### src/rtl/pixel_stream_gen_if.sv
// Video stream bundle produced by pixel_stream_gen: qualifier, syncs, RGB565 data and frame markers.
interface pixel_stream_gen_if;
    logic        EN_out;
    logic        H_sync_out;
    logic        V_sync_out;
    logic [15:0] DATA_out;
    logic        Frame_start;
    logic [7:0]  Frame_cnt;

    modport master (
        output EN_out, H_sync_out, V_sync_out, DATA_out, Frame_start, Frame_cnt
    );

    modport slave (
        input EN_out, H_sync_out, V_sync_out, DATA_out, Frame_start, Frame_cnt
    );
endinterface

### src/rtl/pixel_stream_gen.sv
// Raster timing generator with built-in RGB565 test patterns; all outputs registered one clock
// behind the h/v counter state they describe.
//
// state  | meaning
// IDLE   | counters held at 0, outputs parked (syncs high, no data)
// ACTIVE | scanning; RUN is only re-checked on the last clock of a frame
module pixel_stream_gen #(
    parameter int H_ACTIVE = 480,
    parameter int H_PULSE  = 41,
    parameter int H_BP     = 2,
    parameter int H_FP     = 2,
    parameter int V_ACTIVE = 272,
    parameter int V_PULSE  = 10,
    parameter int V_BP     = 2,
    parameter int V_FP     = 2
) (
    input  logic               CLK,
    input  logic               RST,
    input  logic               RUN,
    input  logic [1:0]         Pattern_sel,
    input  logic [15:0]        SOLID_color,
    pixel_stream_gen_if.master vid
);

    localparam int H_TOTAL = H_PULSE + H_BP + H_ACTIVE + H_FP;
    localparam int V_TOTAL = V_PULSE + V_BP + V_ACTIVE + V_FP;
    localparam int HW      = $clog2(H_TOTAL);
    localparam int VW      = $clog2(V_TOTAL);
    // Pattern maths reads x[8:3] and y[4], so keep at least that many bits.
    localparam int XW      = (HW > 9) ? HW : 9;
    localparam int YW      = (VW > 5) ? VW : 5;
    localparam int H_START = H_PULSE + H_BP;
    localparam int V_START = V_PULSE + V_BP;
    localparam int BAR_W   = H_ACTIVE / 8;

    typedef enum logic {
        IDLE   = 1'b0,
        ACTIVE = 1'b1
    } state_t;

    state_t        state, state_nxt;
    logic [HW-1:0] h_cnt, h_nxt;
    logic [VW-1:0] v_cnt, v_nxt;
    logic          h_last, v_last, frame_first;

    logic [1:0]    pat_q;
    logic [15:0]   solid_q;

    logic [XW-1:0] x_pix;
    logic [YW-1:0] y_pix;
    logic          h_act, v_act, en_c;
    logic [2:0]    bar_idx;
    logic [15:0]   bar_color, pix_c;

    logic          en_q, hs_q, vs_q, fs_q;
    logic [15:0]   data_q;
    logic [7:0]    fc_q;

    assign h_last      = (h_cnt == HW'(H_TOTAL - 1));
    assign v_last      = (v_cnt == VW'(V_TOTAL - 1));
    assign frame_first = (state == ACTIVE) && (h_cnt == '0) && (v_cnt == '0);

    always_ff @(posedge CLK) begin
        if (RST) begin
            state <= IDLE;
            h_cnt <= '0;
            v_cnt <= '0;
        end else begin
            state <= state_nxt;
            h_cnt <= h_nxt;
            v_cnt <= v_nxt;
        end
    end

    always_comb begin
        state_nxt = state;
        h_nxt     = '0;
        v_nxt     = '0;
        case (state)
            IDLE: begin
                if (RUN) state_nxt = ACTIVE;
            end
            ACTIVE: begin
                if (h_last) begin
                    if (v_last) begin
                        if (!RUN) state_nxt = IDLE;
                    end else begin
                        v_nxt = v_cnt + VW'(1);
                    end
                end else begin
                    h_nxt = h_cnt + HW'(1);
                    v_nxt = v_cnt;
                end
            end
            default: state_nxt = IDLE;
        endcase
    end

    // Pattern controls are frozen per frame so a mid-frame change never tears the image.
    always_ff @(posedge CLK) begin
        if (RST) begin
            pat_q   <= 2'b00;
            solid_q <= 16'h0000;
        end else if (frame_first) begin
            pat_q   <= Pattern_sel;
            solid_q <= SOLID_color;
        end
    end

    assign x_pix = XW'(h_cnt) - XW'(H_START);
    assign y_pix = YW'(v_cnt) - YW'(V_START);
    assign h_act = (h_cnt >= HW'(H_START)) && (x_pix < XW'(H_ACTIVE));
    assign v_act = (v_cnt >= VW'(V_START)) && (y_pix < YW'(V_ACTIVE));
    assign en_c  = (state == ACTIVE) && h_act && v_act;

    // Bar 7 has no upper bound, so it soaks up the H_ACTIVE % 8 leftover pixels.
    always_comb begin
        bar_idx = 3'd0;
        for (int k = 1; k < 8; k++) begin
            if (int'(x_pix) >= k * BAR_W) bar_idx = 3'(k);
        end
    end

    always_comb begin
        bar_color = 16'h0000;
        case (bar_idx)
            3'd0:    bar_color = 16'hFFFF;
            3'd1:    bar_color = 16'hFFE0;
            3'd2:    bar_color = 16'h07FF;
            3'd3:    bar_color = 16'h07E0;
            3'd4:    bar_color = 16'hF81F;
            3'd5:    bar_color = 16'hF800;
            3'd6:    bar_color = 16'h001F;
            default: bar_color = 16'h0000;
        endcase
    end

    always_comb begin
        pix_c = 16'h0000;
        case (pat_q)
            2'b00:   pix_c = solid_q;
            2'b01:   pix_c = bar_color;
            2'b10:   pix_c = {x_pix[8:4], x_pix[8:3], 5'd31 - x_pix[8:4]};
            default: pix_c = (x_pix[4] ^ y_pix[4] ^ fc_q[0]) ? 16'h0000 : 16'hFFFF;
        endcase
    end

    always_ff @(posedge CLK) begin
        if (RST) begin
            en_q   <= 1'b0;
            hs_q   <= 1'b1;
            vs_q   <= 1'b1;
            data_q <= 16'h0000;
            fs_q   <= 1'b0;
            fc_q   <= 8'd0;
        end else begin
            en_q   <= en_c;
            hs_q   <= !((state == ACTIVE) && (h_cnt < HW'(H_PULSE)));
            vs_q   <= !((state == ACTIVE) && (v_cnt < VW'(V_PULSE)));
            data_q <= en_c ? pix_c : 16'h0000;
            fs_q   <= frame_first;
            if (frame_first) fc_q <= fc_q + 8'd1;
        end
    end

    assign vid.EN_out      = en_q;
    assign vid.H_sync_out  = hs_q;
    assign vid.V_sync_out  = vs_q;
    assign vid.DATA_out    = data_q;
    assign vid.Frame_start = fs_q;
    assign vid.Frame_cnt   = fc_q;

endmodule
### src/flat_wrapper.sv
// flat-port wrapper written by rule: the top's interface ports become plain ports
module pixel_stream_gen_flat 
#(
    parameter int H_ACTIVE = 480,
    parameter int H_PULSE  = 41,
    parameter int H_BP     = 2,
    parameter int H_FP     = 2,
    parameter int V_ACTIVE = 272,
    parameter int V_PULSE  = 10,
    parameter int V_BP     = 2,
    parameter int V_FP     = 2
)
  (CLK, RST, RUN, Pattern_sel, SOLID_color, vid_EN_out, vid_H_sync_out, vid_V_sync_out, vid_DATA_out, vid_Frame_start, vid_Frame_cnt);
  pixel_stream_gen_if vid_i ();
  input  logic CLK;
  input  logic RST;
  input  logic RUN;
  input  logic [1:0] Pattern_sel;
  input  logic [15:0] SOLID_color;
  output wire logic [$bits(vid_i.EN_out)-1:0] vid_EN_out;
  output wire logic [$bits(vid_i.H_sync_out)-1:0] vid_H_sync_out;
  output wire logic [$bits(vid_i.V_sync_out)-1:0] vid_V_sync_out;
  output wire logic [$bits(vid_i.DATA_out)-1:0] vid_DATA_out;
  output wire logic [$bits(vid_i.Frame_start)-1:0] vid_Frame_start;
  output wire logic [$bits(vid_i.Frame_cnt)-1:0] vid_Frame_cnt;
  assign vid_EN_out = vid_i.EN_out;
  assign vid_H_sync_out = vid_i.H_sync_out;
  assign vid_V_sync_out = vid_i.V_sync_out;
  assign vid_DATA_out = vid_i.DATA_out;
  assign vid_Frame_start = vid_i.Frame_start;
  assign vid_Frame_cnt = vid_i.Frame_cnt;
  pixel_stream_gen #(.H_ACTIVE(H_ACTIVE), .H_PULSE(H_PULSE), .H_BP(H_BP), .H_FP(H_FP), .V_ACTIVE(V_ACTIVE), .V_PULSE(V_PULSE), .V_BP(V_BP), .V_FP(V_FP)) u_core (.CLK(CLK), .RST(RST), .RUN(RUN), .Pattern_sel(Pattern_sel), .SOLID_color(SOLID_color), .vid(vid_i));
endmodule
### config.mk
export PLATFORM = sky130hd
export DESIGN_NAME = pixel_stream_gen_flat
export DESIGN_NICKNAME = d
export VERILOG_FILES = /design/src/rtl/pixel_stream_gen_if.sv /design/src/rtl/pixel_stream_gen.sv /design/src/flat_wrapper.sv
export SDC_FILE = /design/constraint.sdc
export NUM_CORES = 1
export LEC_CHECK = 0
export BUFFER_PORTS_ARGS = -buffer_cell sky130_fd_sc_hd__clkbuf_2
export CORE_MARGIN = 4
export CORE_UTILIZATION = 30
export CTS_BUF_LIST = sky130_fd_sc_hd__clkbuf_8
export CTS_CLUSTER_SIZE = 30
export DETAILED_ROUTE_END_ITERATION = 8
export SLEW_MARGIN = 20
export SYNTH_ARGS = -nofsm -noshare
export SYNTH_HDL_FRONTEND = slang
export SYNTH_SLANG_ARGS = --single-unit
### constraint.sdc
create_clock -name CLK -period 3.4 [get_ports CLK]
set_clock_uncertainty 0.15 [all_clocks]
set_input_delay 0.68 -clock CLK [delete_from_list [all_inputs] [get_ports CLK]]
set_output_delay 0.68 -clock CLK [all_outputs]
set_load 0.02 [all_outputs]
* Word-level counts from Yosys, hierarchy flattened
Cells that the tools add are included.
** Storage, ports and cells
- Input bits :: 21
- Register bits after elaboration :: 66
** Cells by class
- Bitwise logic cells :: 4
- Order comparisons :: 13
- Mux-type cells :: 15
- Add/sub/neg operators :: 6
- Reductions and logical operators :: 17
- Equal/unequal tests :: 10
** Operators by type and width (count)
- one-hot mux 16 bit (7 select lines) :: 1
- one-hot mux 16 bit (3 select lines) :: 1
- >= comparator 10 x 9 -> 1 bit, second input constant :: 3
- >= comparator 10 x 6 -> 1 bit, second input constant :: 2
- >= comparator 10 x 8 -> 1 bit, second input constant :: 2
- 2-to-1 mux 16 bit :: 1
- 2-to-1 mux 3 bit :: 4
- adder 10 x 1 -> 10 bit, second input constant :: 1
- equality test 10 bit, second input constant :: 1
- >= comparator 10 x 7 -> 1 bit, second input constant :: 1
- logical NOT 10 bit :: 1
- less-than comparator 10 x 6 -> 1 bit, second input constant :: 1
- less-than comparator 10 x 9 -> 1 bit, second input constant :: 1
- subtractor 10 x 6 -> 10 bit, second input constant :: 1
- adder 9 x 1 -> 9 bit, second input constant :: 1
- equality test 3 bit, second input constant :: 3
- equality test 9 bit, second input constant :: 1
- >= comparator 9 x 4 -> 1 bit, second input constant :: 1
- logical NOT 9 bit :: 1
- less-than comparator 9 x 4 -> 1 bit, second input constant :: 1
- less-than comparator 9 bit, second input constant :: 1
- 2-to-1 mux 9 bit :: 1
- subtractor 9 x 4 -> 9 bit, second input constant :: 1
- adder 8 x 1 -> 8 bit, second input constant :: 1
- other kinds (16) :: 32

* Longest topological paths before layout
Gate-level depths: netlist of the first run.
- Word-level depth :: 12
- Gate-level depth with buffers :: 9
- Depth with buffers taken out :: 8

* Least setup slack after synthesis of the first run
OpenSTA, ideal clock, no wires.
- Path type :: register to register
- Start :: reg u_core.h_cnt[0]
- End :: reg u_core.data_q[3] (netlist: u_core.vid.DATA_out[3])
- Buffers on the path :: 1
- Data required time :: 3.102 ns
- Cell stages (with the launch flop) :: 10
- Setup slack :: 1.100 ns
- Library setup time :: 0.148 ns
- Arrival time :: 2.003 ns
- Cells stage by stage :: dfxtp_1 -> ha_1 -> buf_2 -> o211ai_1 -> nand2_2 -> xnor2_1 -> o21bai_1 -> a21boi_1 -> o31ai_1 -> a31oi_1
** Between the ends
- Longest elaborated chain between the ends :: 12
- Elaborated cells on any way between the ends :: 35
- Classes of those cells :: add/sub: 2; order compare: 9; eq/ne: 6; mux: 10; bitwise: 3; reduce/logical: 5
** RTL lines
- from (decl) :: RTL line pixel_stream_gen.sv:42 : logic [HW-1:0] h_cnt, h_nxt;
- from (signal assigned) :: RTL line pixel_stream_gen.sv:70 : h_cnt <= h_nxt;
- subtractor 10 x 6 -> 10 bit :: RTL line pixel_stream_gen.sv:110 : assign x_pix = XW'(h_cnt) - XW'(H_START);
- >= comparator 10 x 6 -> 1 bit :: RTL line pixel_stream_gen.sv:120 : if (int'(x_pix) >= k * BAR_W) bar_idx = 3'(k);
- 2-to-1 mux 1 bit :: RTL line pixel_stream_gen.sv:120
- 2-to-1 mux 2 bit (2 in a row) :: RTL line pixel_stream_gen.sv:120
- 2-to-1 mux 3 bit (4 in a row) :: RTL line pixel_stream_gen.sv:120
- equality test 3 bit (tied with other cells) :: RTL line pixel_stream_gen.sv:126 : case (bar_idx)
- one-hot mux 16 bit (7 select lines) :: RTL line pixel_stream_gen.sv:126
- one-hot mux 16 bit (3 select lines) :: RTL line pixel_stream_gen.sv:140 : case (pat_q)
- to (signal assigned) :: RTL line pixel_stream_gen.sv:160 : data_q <= en_c ? pix_c : 16'h0000;
- to (decl) :: RTL line pixel_stream_gen.sv:56 : logic [15:0] data_q;
Several ways; a longest one is shown, not always the timed one.
A chain may end at the register's enable or synchronous reset.

* Final worst setup path of the first run
- Start :: reg u_core.h_cnt[1]
- End :: reg u_core.data_q[4] (netlist: u_core.vid.DATA_out[4])
Same word-level chain as after synthesis.

==> results of run 1 <==
==> per-stage QoR <==
step / setup slack (ns) / instances / total power [uW]
2_1_floorplan: 1.10 / 440 / 1030
3_3_place_gp: 0.664 / 613 / 1090
3_5_place_dp: 0.505 / 613 / 1100
4_1_cts: 0.482 / 629 / 1780
5_1_grt: 0.130 / 629 / 1850
6_report: 0.492 / 629 / 1760
==> cells in the final DEF, fill, tap and decap left out, types with 7 or more instances in the layout <==
| master | count |
|---|---|
| o21a_1 | 15 |
| a21oi_1 | 37 |
| xnor2_1 | 12 |
| clkbuf_2 | 48 |
| xor2_1 | 15 |
| inv_1 | 8 |
| nand2_1 | 70 |
| nand3_1 | 12 |
| a211oi_1 | 7 |
| dfxtp_1 | 66 |
| ha_1 | 7 |
| o21ai_0 | 15 |
| buf_4 | 9 |
| nor2_1 | 39 |
| clkbuf_8 | 9 |
==> sequential cells by signal (all words and copies together) (netlist names) <==
register	cells
u_core.vid.Frame_start	1
u_core.vid.H_sync_out	1
u_core.vid.DATA_out	16
u_core.vid.Frame_cnt	8
u_core.solid_q	16
u_core.h_cnt	10
u_core.pat_q	2
u_core.vid.EN_out	1
u_core.state	1
u_core.v_cnt	9
u_core.vid.V_sync_out	1
==> routing by layer <==
layer  GRT usage (%)  vias to the layer above  wire length, um
met3            3.60                       17              550
met5               0                        -                0
met4            5.12                        0              191
met1            18.9                     1551             4360
met2            20.7                       94             4010
li1                -                     1641                -
==> critical path: stages (launching register included) <==
cell and delay, ns:
dfxtp_1 0.55, ha_1 0.51, o211ai_1 0.18, nand2_2 0.15
nand2_1 0.07, a22o_1 0.23, a311oi_4 0.62, o21ai_1 0.16
a41oi_1 0.20
==> area by class of cell <==
| type | count | area [um^2] | share of cell area, % |
|---|---|---|---|
| clock buffers | 9 | 124 | 3.03 |
| flip-flops and latches | 66 | 1320 | 32.3 |
| inverters | 10 | 37.5 | 0.917 |
| repair buffers | 57 | 308 | 7.52 |
| clock inverters | 7 | 75.1 | 1.83 |
| multi-input cells | 337 | 2050 | 50.0 |
| well taps | 143 | 179 | 4.37 |
==> final timing paths <==
path	from	to	slack [ns]	cells past startpoint
max reg2reg	u_core.h_cnt[1]	u_core.vid.DATA_out[4]	0.49	8
min	u_core.solid_q[4]	u_core.solid_q[4]	0.30	2
min reg2reg	u_core.solid_q[4]	u_core.solid_q[4]	0.30	2
max	u_core.h_cnt[1]	u_core.vid.DATA_out[4]	0.49	8
==> power breakdown <==
group          total [uW]  switching [uW]  internal [uW]
Sequential            843            35.0            808
Combinational         235             151           84.7
Clock                 682             338            344
Total                1760             524           1240
==> logic make-up (layout without fill, tap and decap cells) <==
logic type                 count (synthesis)  after routing  synth area share [%]
adders and majority gates                  7              7                  2.47
xor gates and xnor gates                  27             27                  6.66
muxes                                      1              1                 0.282
DFF                                       66             66                  37.2
buffers and inverters                     37             83                  5.14
and+or+nand+nor                          176            176                  24.1
AOI/OAI and AO/OA                        126            126                  24.2
==> impl_results.md, run 1 <==
* Residual DRC count at 0
* CP endpoint kind: flip-flop
* Top post-synthesis cells by count: nand2_1 (70), dfxtp_1 (66), nor2_1 (39)
* IO Pins at 49
* Routed len/inst at 14.5 um
* Nets at ~510
* HPWL Detailed at 6.65 mm
* Max Slew Vio Count at 0
* H-tree depth at 3
* Die area at 0.0136 mm^2
* Placed Area at 0.00389 mm^2
* Vias per cell at 5.25
* Worst setup path category: reg2reg
* Num rows at 39
* Die height at 117 um
* CTS tree: done
* Placer Congestion at 0.892
* Most used DFF post-synth: dfxtp_1
* Setup violations, final at 0
* Largest net degree at the start of global routing at 29
* VDD IR max at ~0.19 mV
* DRT antenna net count at 0
* Max clock buf depth at 2
* First-pass GRT wire length at 15.0 mm
* Layout cells sized above 1 at 18.7%
* Core Util, Final at 35.5%
* Post-synth EDFFs at 0
* Fin crit share at 85.5%
* Buffers added on ports at 48
* Pwr dens at 430 mW/mm^2
* DRT Pass-1 Iters at 4
* Hold buffers post-CTS at 0
* Crit-path max FO at 17
* Via count at 3,303
* #FFs+latches synth at 66
* Hold Vio Cnt, Final at 0
* Startpoint Class: flip-flop
* CTS sink cnt at 66
* Register area share after synthesis at 37.2%
* Syn Inst Count at between 400 and 500
* Synth warn at 0
* CTS-repair resized insts at 0
* Post-synth ARST share at 0%
* Initial Utilization at 30.8%
* Synth Cell Area at 0.00355 mm^2
* Worst slew margin at 56.3%
* RSZ-0062 raised after global routing: no
* Die X at 117 um
* Diodes inserted at 0
* Most frequent cell after synthesis: nand2_1
* Synth area leaders: dfxtp_1 (37%), nand2_1 (7.4%), a21oi_1 (5.2%)
* Arrival @ worst endpoint at 3.02 ns
* Fill cell count at about 1,200
* Hold Path Class: reg2reg
* Worst Max-Slew Pin Slew at 0.655 ns
* Count of unique library cells instantiated by Yosys at 63
* Number of global-route vias before repair at 3,006
* Core area at 0.0115 mm^2
* CTS buffer count at 9
* Critical Path RT at 3.51 ns
* Fin crit period at ~2.9 ns
* Initial antenna violation count at 0
* Post-route design area at 0.00409 mm^2
* Clock latency on the worst-skew pair at between 0.3 and 0.4 ns
* Detailed router's first-iteration violation count at roughly 150
* Max_cap viols at 0
* Status: finished clean
* Remaining Overflow, GRT at 0
* Lkg Pwr at roughly 0.0017 uW
* GRT Total Usage at 13.7%
* WL final at slightly above 9 mm
* Synthesized Nets at roughly 470
* Min Hold Slack at slightly above 0.3 ns
* Clock slew at reported path FFs at 0.08 ns
* Setup_tns at 0 ns
* Setup bufs post-CTS at 0
* Fmax at 0.344 GHz
* Root Driver: clkbuf_8
* Synth-to-layout area growth at 15.2%
* Mean Syn Cell Area at ~8 um^2
* Post-synth top area cell: dfxtp_1
* Top-area cell type share of the netlist area at 37.2%
(Power assumes the default switching activity.)
==> run 2, diff against run 1 <==
- ABC_AREA: unset -> 1
==> impl_results.md, run 2 <==
* Status: finished clean
* Mean Syn Cell Area at 6.80 um^2 (-16%)
* Detailed router's first-iteration violation count at 145 (-5.2%)
* CTS sink cnt at 66 (unchanged)
* Routed len/inst at 12.0 um (-17%)
* Syn Inst Count at 509 (+16%)
* Met1 Track Usage GR at 16.9% (-2.0 points)
* Setup_tns at 0 ns (unchanged)
* Startpoint Class: flip-flop
* GRT Total Usage at 13.1% (-0.64 points)
* Clock power frac at 42.9% (+4.2 points)
* Hold Path Class: reg2reg
* Max_cap viols at 0 (unchanged)
* Initial antenna violation count at 0 (unchanged)
* Hold EP: u_core.solid_q[1]
* HPWL Detailed at 6.63 mm (-0.28%)
* Clock slew at reported path FFs at 0.08 ns (about the same)
* Crit Reg-Reg Endpoint: u_core.vid.Frame_cnt[7]
* Clock latency on the worst-skew pair at 0.35 ns (about the same)
* Buffers added on ports at 48 (unchanged)
* H-tree depth at 3 (unchanged)
* WL final at 8.43 mm (-7.5%)
* GR peak layer: met2
* Post-synth EDFFs at 0 (unchanged)
* Sw frac at 27.4% (-2.3 points)
* Reg2Reg Depth at 8 (unchanged)
* Hold buffers post-CTS at 0 (unchanged)
* Residual DRC count at 0 (unchanged)
* Die height at 115 um (-1.2%)
* Multi-input gate area at 0.00178 mm^2 (-13%)
* Synth Cell Area at 0.00346 mm^2 (-2.6%)
* Arrival @ worst endpoint at 2.73 ns (-0.29 ns)
* Worst slew margin at 51.0% (-5.3 points)
* Place WS at 0.771 ns (+0.266 ns)
* Vias per cell at 4.60 (-12%)
* Setup bufs post-CTS at 0 (unchanged)
* Synth area leaders: dfxtp_1 (38%), nand2_1 (11%), nor2_1 (8.2%)
* Top-area cell type share of the netlist area at 38.2% (+1.0 points)
* CTS tree: done
* Crit-path max FO at 29 (+12)
* Layout cells sized above 1 at 19.8% (+1.0 points)
* Die area at 0.0133 mm^2 (-2.4%)
* Worst path most repeated cell: nand3_1
* Leading cell types in the layout, fill and taps excluded: nand2_1 (102), nor2_1 (76), dfxtp_1 (66)
* Met3 Usage GRT at 3.26% (-0.34 points)
* VDD IR max at 0.250 mV (+34%)
* Root Driver: clkbuf_8
* Diodes inserted at 0 (unchanged)
* Register Area at 0.00132 mm^2 (unchanged)
* Placer Congestion at 0.857 (-3.9%)
* Reg power frac at 43.9% (-4.0 points)
* Worst Max-Slew Pin Slew at 0.734 ns (+0.0784 ns)
* RSZ-0062 raised after global routing: no
* R2R setup slack at 0.77 ns (+0.27 ns)
* Hold Path Origin: u_core.solid_q[1]
* Pwr dens at 476 mW/mm^2 (+11%)
* Lkg Pwr at 0.00194 uW (+17%)
* Register area share after synthesis at 38.2% (+1.0 points)
* Internal power at 1400 uW (+13%)
* Switching pwr at 531 uW (+1.4%)
* #FFs+latches synth at 66 (unchanged)
* Via count at 3,232 (-2.1%)
* Synth-to-layout area growth at 17.5%
* Fmax at 0.380 GHz (+10%)
* Min Hold Slack at 0.321 ns (+0.0183 ns)
* Nets at 585 (+15%)
* Most used DFF post-synth: dfxtp_1
* Initial Utilization at 31.2% (+0.38 points)
* Core area at 0.0111 mm^2 (-3.8%)
* Worst Hold Depth at 2 (unchanged)
* Number of global-route vias before repair at 2,986 (-0.67%)
* Fill cell count at 1,199 (-0.91%)
* Hold Vio Cnt, Final at 0 (unchanged)
* Slowest stage delay, CP at 0.55 ns (-0.07 ns)
* Max Slew Vio Count at 0 (unchanged)
* Die X at 115 um (-1.2%)
* Synth warn at 0 (unchanged)
* Critical Path RT at 3.49 ns (-0.02 ns)
* DRT antenna net count at 0 (unchanged)
* First-pass GRT wire length at 13.9 mm (-7.1%)
* Max clock buf depth at 2 (unchanged)
* CP endpoint kind: flip-flop
* Top post-synthesis cells by count: nand2_1 (102), nor2_1 (76), dfxtp_1 (66)
* Remaining Overflow, GRT at 0 (unchanged)
* Post-synth ARST share at 0% (unchanged)
* Setup violations, final at 0 (unchanged)
* Final setup margin at 0.766 ns (+0.274 ns)
* Count of unique library cells instantiated by Yosys at 38 (-40%)
* Worst setup path category: reg2reg
* Max stage delay cell, worst path: inv_1
* Critical path, cell by cell: nor2_2 > nand3_1 > nor4_1 > nand2_1 > inv_1 > nand3_1 > o21ai_0 > a21oi_1
* Num rows at 38 (-2.6%)
* DRT Pass-1 Iters at 4 (unchanged)
* Synthesized Nets at 537 (+15%)
* Fin crit share at 77.5% (-8.1 points)
* Commonest non-fill, non-tap cell in the layout: nand2_1
* CTS-repair resized insts at 0 (unchanged)
* Combinational Power Share at 13.2% (-0.2 points)
* Fin crit period at 2.63 ns (-0.274 ns)
* Largest net degree at the start of global routing at 30 (+3.4%)
* Post-synth top area cell: dfxtp_1
* Critical register-to-register path startpoint: u_core.h_cnt[6]
* IO Pins at 49 (unchanged)
* Most frequent cell after synthesis: nand2_1
* Met2 GRT Util at 21.5% (+0.78 points)
* CTS buffer count at 9 (unchanged)
[run 2: changes by cell type after synthesis, sizes merged, moves of 9 or more]
cell / previous run / this run
nand3: 12 / 35
nand2: 72 / 118
nor2: 41 / 83
xor2: 15 / 6
o21a: 15 / 0
inv: 9 / 80
a21oi: 37 / 18
o21ai: 24 / 37
xnor2: 12 / 0
buf: 16 / 5
[run 2: routing by layer]
layer  up-vias  routed length, um
met5         -                  0
met4         0                105
met3         9                576
li1       1721                  -
met1      1423               3940
met2        79               3800
[run 2: cell families after synthesis]
| family | Yosys count | synth area share [%] |
|---|---|---|
| AOI/OAI and AO/OA | 64 | 10.2 |
| xor gates and xnor gates | 6 | 1.74 |
| adders and majority gates | 7 | 2.53 |
| buffers and inverters | 91 | 10.4 |
| and+or+nand+nor | 275 | 36.9 |
| DFF | 66 | 38.2 |
[run 2: worst max-delay path: cells and delay by family, from the launching register on]
family	cells	cell delay [ns]
flops	1	0.38
buf+inv	1	0.55
compound gates	2	0.23
simple gates	5	1.21
[run 2: how the worst max path moves through the flow]
stage                          from                      end  cells past startpoint
detailed placement  u_core.h_cnt[0]  u_core.vid.Frame_cnt[7]                      9
finish              u_core.h_cnt[6]  u_core.vid.Frame_cnt[7]                      8
CTS                 u_core.h_cnt[6]  u_core.vid.Frame_cnt[7]                      8
floorplan           u_core.h_cnt[0]   u_core.vid.DATA_out[5]                     15
global placement    u_core.h_cnt[6]  u_core.vid.Frame_cnt[7]                      8
global route        u_core.h_cnt[6]  u_core.vid.Frame_cnt[5]                      8
[run 2: stage by stage]
stage / utilization, % / instances / power (uW) / instance area [um^2]
final: 36.7 / 702 / 1930 / 4060
after global routing: 36.7 / 702 / 2030 / 4060
after floorplan: - / 509 / 1050 / 3460
after detailed placement: 34.4 / 686 / 1120 / 3810
after CTS: 36.7 / 702 / 1960 / 4060
after global placement: 34.4 / 686 / 1120 / 3810
[run 2: final cells by class]
class | count | area share (%)
Inverter | 80 | 7.39
Timing Repair Buffer | 48 | 5.91
Sequential cell | 66 | 32.5
Tap cell | 140 | 4.31
Multi-Input combinational cell | 352 | 43.8
Clock buffer | 9 | 3.05
Clock inverter | 7 | 3.08
[run 2: power by group through the flow]
stage / Sequential, uW / Combinational, uW / Clock (uW)
2_1_floorplan: 870 / 185 / 0
3_3_place_gp: 868 / 252 / 0
3_5_place_dp: 868 / 256 / 0
4_1_cts: 850 / 258 / 854
5_1_grt: 857 / 296 / 878
6_report: 850 / 255 / 829
==> run 3, diff against run 2 <==
- clock period: 3.4 -> 2.25 ns (I/O delays scaled with it)
==> impl_results.md, run 3 (synthesis results as in run 2) <==
* CP endpoint kind: flip-flop
* Worst slew margin at 55.5% (+4.5 points)
* H-tree depth at 3 (unchanged)
* Startpoint Class: flip-flop
* Placed Area at 0.00391 mm^2 (+2.4%)
* Worst Max-Slew Pin Slew at 0.665 ns (-0.0685 ns)
* HPWL Detailed at 6.80 mm (+2.6%)
* Slowest stage delay, CP at 0.39 ns (-0.16 ns)
* Hold Vio Cnt, Final at 0 (unchanged)
* GRT Total Usage at 13.4% (+0.29 points)
* RSZ-0062 raised after global routing: yes
* Max clock buf depth at 2 (unchanged)
* Pwr dens at 628 mW/mm^2 (+32%)
* Clock power frac at 37.2% (-5.7 points)
* Fin crit share at 96.9% (+19 points)
* CTS sink cnt at 66 (unchanged)
* Lkg Pwr at 0.00207 uW (+7.0%)
* Fin crit period at 2.18 ns (-0.454 ns)
* Diodes inserted at 0 (unchanged)
* Die X at 115 um (unchanged)
* Residual DRC count at 0 (unchanged)
* CTS tree: done
* Hold Path Class: in2reg
* Detailed router's first-iteration violation count at 160 (+10%)
* Max_cap viols at 0 (unchanged)
* Clock slew at reported path FFs at 0.07 ns (about the same)
* Critical path, cell by cell: inv_2 > ha_2 > inv_2 > nor4_4 > inv_1 > nor2_4 > nand4_4 > nor3_4 > nand2_2 > o21ai_2 > a21oi_1
* Placer Congestion at 0.897 (+4.7%)
* IO Pins at 49 (unchanged)
* Min Hold Slack at 0.175 ns (-0.147 ns)
* DRT Pass-1 Iters at 5 (+1)
* Critical Path RT at 2.32 ns (-1.17 ns)
* Internal power at 1940 uW (+38%)
* Via count at 3,363 (+4.1%)
* Max stage delay cell, worst path: nor4_4
* Status: finished clean
* Largest net degree at the start of global routing at 28 (-6.7%)
* Core area at 0.0111 mm^2 (unchanged)
* Layout cells sized above 1 at 28.4% (+8.6 points)
* VDD IR max at 0.357 mV (+43%)
* First-pass GRT wire length at 14.4 mm (+3.3%)
* Root Driver: clkbuf_8
* Initial antenna violation count at 0 (unchanged)
* Crit-path max FO at 4 (-86%)
* WL final at 8.82 mm (+4.6%)
* Setup violations, final at 0 (unchanged)
* Commonest non-fill, non-tap cell in the layout: nand2_1
* Sw frac at 28.7% (+1.3 points)
* Reg power frac at 47.2% (+3.3 points)
* Setup_tns at 0 ns (unchanged)
* CTS buffer count at 9 (unchanged)
* Num rows at 38 (unchanged)
* Worst path most repeated cell: inv_2
* Clock latency on the worst-skew pair at 0.34 ns (about the same)
* Switching pwr at 781 uW (+47%)
* Post-route design area at 0.00434 mm^2 (+6.7%)
* Fmax at 0.459 GHz (+21%)
* DRT antenna net count at 0 (unchanged)
* Max Slew Vio Count at 0 (unchanged)
* Initial Utilization at 31.2% (unchanged)
* Buffers added on ports at 48 (unchanged)
* Combinational Power Share at 15.6% (+2.4 points)
* Number of global-route vias before repair at 3,148 (+5.4%)
* Die height at 115 um (unchanged)
* Remaining Overflow, GRT at 0 (unchanged)
* Leading cell types in the layout, fill and taps excluded: nand2_1 (96), nor2_1 (71), inv_1 (60)
* Routed len/inst at 12.2 um (+1.7%)
* Nets at 605 (+3.4%)
* Worst setup path category: reg2reg
* Die area at 0.0133 mm^2 (unchanged)
* Synth-to-layout area growth at 25.4%
* Vias per cell at 4.66 (+1.2%)
* Arrival @ worst endpoint at 2.25 ns (-0.48 ns)
* Fill cell count at 1,158 (-3.4%)
## run 3: what timing repair did
item                       in CTS  in global routing
setup endpoints to repair       0                 37
gates resized for setup         0                 54
hold endpoints to repair        0                  0
hold buffers                    0                  0
setup buffers                   0                  8
## run 3: per-stage QoR
step / worst slack (ns) / std cells / utilization, % / total power, uW
floorplan: 0.270 / 509 / - / 1590
global placement: 0.0490 / 698 / 35.2 / 1720
detailed placement: 0.0200 / 698 / 35.2 / 1720
CTS: 0.0107 / 714 / 37.1 / 2730
global route: -0.0560 / 722 / 39.1 / 2870
finish: 0.0700 / 722 / 39.1 / 2720
## run 3: power groups by stage
| stage | Clock [uW] | Combinational (uW) | Sequential [uW] |
|---|---|---|---|
| after floorplan | 0 | 279 | 1310 |
| after global placement | 0 | 413 | 1310 |
| after detailed placement | 0 | 410 | 1310 |
| after CTS | 1040 | 413 | 1290 |
| after global routing | 1090 | 483 | 1290 |
| final | 1010 | 423 | 1280 |
## run 3: final cells by class
cell class / instances / area (um^2) / area share (%)
clock inverters: 6 / 66.3 / 1.53
clock buffers: 10 / 138 / 3.17
well taps: 140 / 175 / 4.04
inverters: 80 / 308 / 7.10
repair buffers: 68 / 394 / 9.09
flip-flops and latches: 66 / 1350 / 31.0
multi-input cells: 352 / 1910 / 44.0
## run 3: metal layers
| metal | global-route usage (%) | wire [um] | vias up | part of all wire [%] |
|---|---|---|---|---|
| met5 | 0 | 0 | - | 0 |
| met1 | 17.7 | 4120 | 1502 | 47 |
| met3 | 3.68 | 510 | 9 | 5.8 |
| met2 | 21.2 | 4060 | 85 | 46 |
| li1 | - | - | 1767 | - |
| met4 | 4.30 | 116 | 0 | 1.3 |
## run 3: critical path, delay by kind of cell, from the launching register on
family                     cells  cell delay (ns)
adders and majority gates      1             0.18
buffers and inverters          3             0.24
and+or+nand+nor                5             0.97
DFF                            1             0.37
AOI/OAI and AO/OA              2             0.15
## run 3: worst paths after layout
kind	startpoint	cells after the start	slack (ns)	endpoint
setup / recovery	u_core.h_cnt[1]	11	0.07	u_core.v_cnt[7]
setup reg to reg	u_core.h_cnt[1]	11	0.07	u_core.v_cnt[7]
hold / removal	RUN	3	0.17	u_core.state
hold reg to reg	u_core.vid.Frame_cnt[7]	2	0.32	u_core.vid.Frame_cnt[7]
